--- src/rtl/score_tracker.sv ---
// score_tracker: two-player saturating score accumulator and game FSM for Magic Tiles.
// Optional combo bonus is enabled by defining COMBO_BONUS_EN.
module score_tracker #(
   parameter int MAX_SCORE = 99,
   parameter int COMBO_LEN = 4
) (
   input  logic       clk,
   input  logic       rst_n,
   input  logic       start,
   input  logic       end_game,
   input  logic       hit1,
   input  logic       miss1,
   input  logic       hit2,
   input  logic       miss2,
   output logic [7:0] score1,
   output logic [7:0] score2,
   output logic       playing,
   output logic       game_over,
   output logic [1:0] winner
);
   localparam logic [1:0] IDLE = 2'd0, PLAY = 2'd1, OVER = 2'd2;
   logic [1:0] state, inc1, inc2, win;
   logic [8:0] sum1, sum2;
   logic [7:0] n1, n2;
   logic       done;
`ifdef COMBO_BONUS_EN
   localparam int CW = $clog2(COMBO_LEN) + 1;
   logic [CW-1:0] combo1, combo2, nc1, nc2;
   logic          bonus1, bonus2;
   always_comb begin
      bonus1 = hit1 && !miss1 && (combo1 + 1'b1 == CW'(COMBO_LEN));
      bonus2 = hit2 && !miss2 && (combo2 + 1'b1 == CW'(COMBO_LEN));
      nc1 = (miss1 || bonus1) ? '0 : hit1 ? combo1 + 1'b1 : combo1;
      nc2 = (miss2 || bonus2) ? '0 : hit2 ? combo2 + 1'b1 : combo2;
      inc1 = (hit1 && !miss1) ? (bonus1 ? 2'd2 : 2'd1) : 2'd0;
      inc2 = (hit2 && !miss2) ? (bonus2 ? 2'd2 : 2'd1) : 2'd0;
   end
   always_ff @(posedge clk or negedge rst_n)
      if (!rst_n) begin
         combo1 <= '0;
         combo2 <= '0;
      end else if (start) begin
         combo1 <= '0;
         combo2 <= '0;
      end else if (state == PLAY) begin
         combo1 <= nc1;
         combo2 <= nc2;
      end
`else
   localparam int combo_len_unused = COMBO_LEN;
   always_comb begin
      inc1 = {1'b0, hit1 && !miss1};
      inc2 = {1'b0, hit2 && !miss2};
   end
`endif
   always_comb begin
      sum1 = {1'b0, score1} + 9'(inc1);
      sum2 = {1'b0, score2} + 9'(inc2);
      n1 = (sum1 > 9'(MAX_SCORE)) ? 8'(MAX_SCORE) : sum1[7:0];
      n2 = (sum2 > 9'(MAX_SCORE)) ? 8'(MAX_SCORE) : sum2[7:0];
      win = (n1 > n2) ? 2'b01 : (n2 > n1) ? 2'b10 : 2'b11;
      // ceiling check uses the registered score so OVER lands one cycle after reaching it
      done = end_game || score1 == 8'(MAX_SCORE) || score2 == 8'(MAX_SCORE);
   end
   always_ff @(posedge clk or negedge rst_n)
      if (!rst_n) begin
         state <= IDLE;
         score1 <= '0;
         score2 <= '0;
         playing <= 1'b0;
         game_over <= 1'b0;
         winner <= 2'b00;
      end else if (start) begin
         state <= PLAY;
         score1 <= '0;
         score2 <= '0;
         playing <= 1'b1;
         game_over <= 1'b0;
         winner <= 2'b00;
      end else if (state == PLAY) begin
         score1 <= n1;
         score2 <= n2;
         if (done) begin
            state <= OVER;
            playing <= 1'b0;
            game_over <= 1'b1;
            winner <= win;
         end
      end
endmodule

--- config.mk ---
export PLATFORM = sky130hd
export DESIGN_NAME = score_tracker
export DESIGN_NICKNAME = d
export VERILOG_FILES = /design/src/rtl/score_tracker.sv
export SDC_FILE = /design/constraint.sdc
export NUM_CORES = 1
export LEC_CHECK = 0
export BUFFER_PORTS_ARGS = -buffer_cell sky130_fd_sc_hd__buf_2
export CAP_MARGIN = 20
export CORE_UTILIZATION = 30
export DETAILED_ROUTE_END_ITERATION = 8
export PLACE_DENSITY = 0.57
export SLEW_MARGIN = 20
export SYNTH_ARGS = -nofsm -noshare
export SYNTH_HDL_FRONTEND = slang
export SYNTH_SLANG_ARGS = --single-unit
export TNS_END_PERCENT = 1
--- constraint.sdc ---
create_clock -name clk -period 3.8 [get_ports clk]
set_input_delay 0.19 -clock clk [delete_from_list [all_inputs] [get_ports clk]]
set_output_delay 0.19 -clock clk [all_outputs]
set_load 0.01 [all_outputs]
==> reports/summary.txt <==
Outcome -> complete, no violations
Leak pwr -> 0.837 nW
Port bufs -> 27
Worst-path clk slew -> 0.08 ns
DR vias -> 1521
Die footprint -> 5970 sq um
Routability cong. -> 0.767
Global route overflow -> 0
CTS Buf Count -> 3
CP Capture Type -> register
Largest net degree at the start of global routing -> 23
CP Data Arrival Time -> 3.38 ns
Synth Flop Type -> dfrtp_1
Final count of hold timing violations -> 0
HPWL after detailed placement -> 2.91 mm
Final setup violation count -> 0
Cell Area, Synth -> 1700 sq um
Setup crit start kind -> register
Async SR Flop Fraction -> 100%
First-pass GRT wire length -> 6.71 mm
Final WL -> 3.96 mm
Drt pass-1 iters -> 4
CTS tree -> done
Layout cells sized above 1 -> 20.7%
Maxcap violations -> 0
Min Tclk post-route -> 3.23 ns
Core area -> 5470 sq um
Clk root buf -> clkbuf_8
Post-synth top area share -> 29.5%
Vias in the first global route -> 1353
Post-synthesis sequential element count -> 20
Antenna cells -> 0
Vias per cell -> 5.09
FP Rows -> 27
DRT iter0 DRCs -> 52
Max_slew headroom -> 60.3%
Top cells by area, synth -> dfrtp_1 (29%), ha_1 (8.8%), nor2_1 (4.9%)
Num Clock Sinks -> 20
Skew final -> 0.00193 ns
Tcrit/Tclk final -> 85.0%
Max Buffers Root-to-Sink -> 2
Initial core utilization -> 31.0%
Cell variety after synth -> 51
PD cells -> 270 nW/um^2
DRC Markers -> 0
Worst hold path class -> in -> reg
VDD IR-drop max -> 0.000149 V
Synthesis-to-layout area growth -> 13.8%
Worst path required time -> 3.95 ns
Peak Freq -> 310 MHz
Actual slew at the worst max-slew pin -> 0.596 ns
Mean post-synth cell area -> 8.21 sq um
DIE WIDTH -> 77.3 um
Hold_ws -> 0.346 ns
Mapped Nets -> 227
# IOs -> 28
Setup Crit Path Kind -> reg -> reg
Fin nets -> 248
Initial antenna violation count -> 0
RSZ-0062 raised after global routing -> no
DR WL/cell -> 13.3 um
Syn Inst Count -> 207
Fillcell total -> 610
Synth area leader -> dfrtp_1
GR Util All Layers -> 14.1%
Max FO, Critical Path -> 11
Worst-skew pair later-pin latency -> 0.26 ns
Setup TNS -> 0 ns
H-tree levels -> 1
Ys Warns -> 0
Seq/Total Area, Yosys -> 29.5%
EDFF count, synth -> 0
Detail Route Antenna Nets -> 0
Fin. max-slew vios -> 0
Chip height -> 77.3 um
## worst max-delay path: stages (launching register included)
cell,delay [ns]
dfrtp_1,0.40
ha_1,0.25
ha_1,0.41
nand4_1,0.13
mux2_1,0.33
o211ai_2,0.11
a21oi_4,0.11
or2_2,0.29
ha_1,0.30
nor2b_1,0.14
o21a_1,0.15
o21ai_0,0.14
a21oi_1,0.10
o21ai_0,0.18
nand2_1,0.06
## what timing repair did
item / 4_1_cts / 5_1_grt
endpoints found under the hold margin: 20 / 0
hold buffers: 1 / 0
setup buffers: 0 / 0
resized for setup: 0 / 0
## cells by family after synthesis
logic type                 count (synthesis)  share of synthesized area [%]
AOI/OAI and AO/OA                         43                           17.0
adders and majority gates                 12                           8.84
xor gates and xnor gates                   7                           3.61
buffers and inverters                     16                           4.57
other                                      2                          0.442
and+or+nand+nor                          103                           33.6
DFF                                       20                           29.5
muxes                                      4                           2.50
## registers in the layout, summed over array words and instances (netlist names)
name,count
state,1
winner,2
score2,8
game_over,1
score1,8
## cells in the mapped netlist, types with 2 or more instances
cell	n
mux2i_1	2
nand3b_1	2
nor3_1	9
nand2_1	19
a41oi_1	2
nand3_1	7
and2_1	6
xor2_1	2
dfrtp_1	20
buf_2	5
xnor2_1	5
o21ai_1	2
nand4_1	7
clkbuf_1	7
nor3b_1	4
nand2b_1	6
o21ai_0	10
conb_1	2
a21oi_1	10
o31ai_1	2
a31oi_1	3
nor2_1	22
nor2b_1	7
a211oi_1	6
or2_2	2
inv_1	2
ha_1	12
## area by class of cell
type                            count  area, sq um  area share [%]
Timing Repair Buffer               30          160            8.28
Inverter                            2         7.51           0.388
Multi-Input combinational cell    171         1120            58.0
Tap cell                           72         90.1            4.66
Clock buffer                        4         55.1            2.85
Sequential cell                    20          500            25.9
## placed cells by master, fill, tap and decap left out, types with 2 or more instances in the layout
master     n
a31oi_1    3
o21ai_1    2
nand3_1    7
clkbuf_8   4
a41oi_1    2
nand3b_1   2
xor2_1     2
o21ai_0   10
nand2_1   19
or2_2      2
mux2i_1    2
nor3_1     9
buf_4      2
buf_2     27
o31ai_1    2
dfrtp_1   20
a211oi_1   6
nand4_1    7
nor2b_1    7
nor2_1    22
nor3b_1    4
nand2b_1   6
xnor2_1    5
inv_1      2
ha_1      12
a21oi_1   10
and2_1     6
conb_1     2
## routing by layer
layer	wire (um)	track usage [%]	vias to the layer above
li1	-	-	783
met1	2000	20.2	714
met2	1800	21.8	22
met3	123	1.90	2
met4	40	4.53	0
met5	0	0	-
## where the power goes
| part | switching [mW] | internal (mW) |
|---|---|---|
| clock | 0.0746 | 0.0922 |
| combinational | 0.0663 | 0.0482 |
| sequential | 0.0167 | 0.225 |
| total | 0.158 | 0.365 |
## final timing paths
check                           slack, ns       from        end  cells past startpoint
min in group asynchronous            0.41      rst_n  score2[0]                      2
worst max-delay path                 0.57  score2[0]  winner[1]                     14
worst min register to register       0.52  winner[1]  winner[1]                      2
worst min-delay path                 0.35      start  game_over                      2
worst max register to register       0.57  score2[0]  winner[1]                     14
max in group asynchronous            3.06      rst_n   state[0]                      2
## per-stage QoR
stage                     util [%]  power [mW]  cells  worst slack (ns)  area, sq um
final                         35.3       0.523    299             0.571         1930
after global routing          35.3       0.554    299             0.360         1930
after CTS                     35.3       0.527    299             0.572         1930
after detailed placement      34.2       0.361    294             0.592         1870
after global placement        34.2       0.361    294             0.680         1870
after floorplan                  -       0.320    207             0.915         1700
Power figures use the tool's default switching activity.
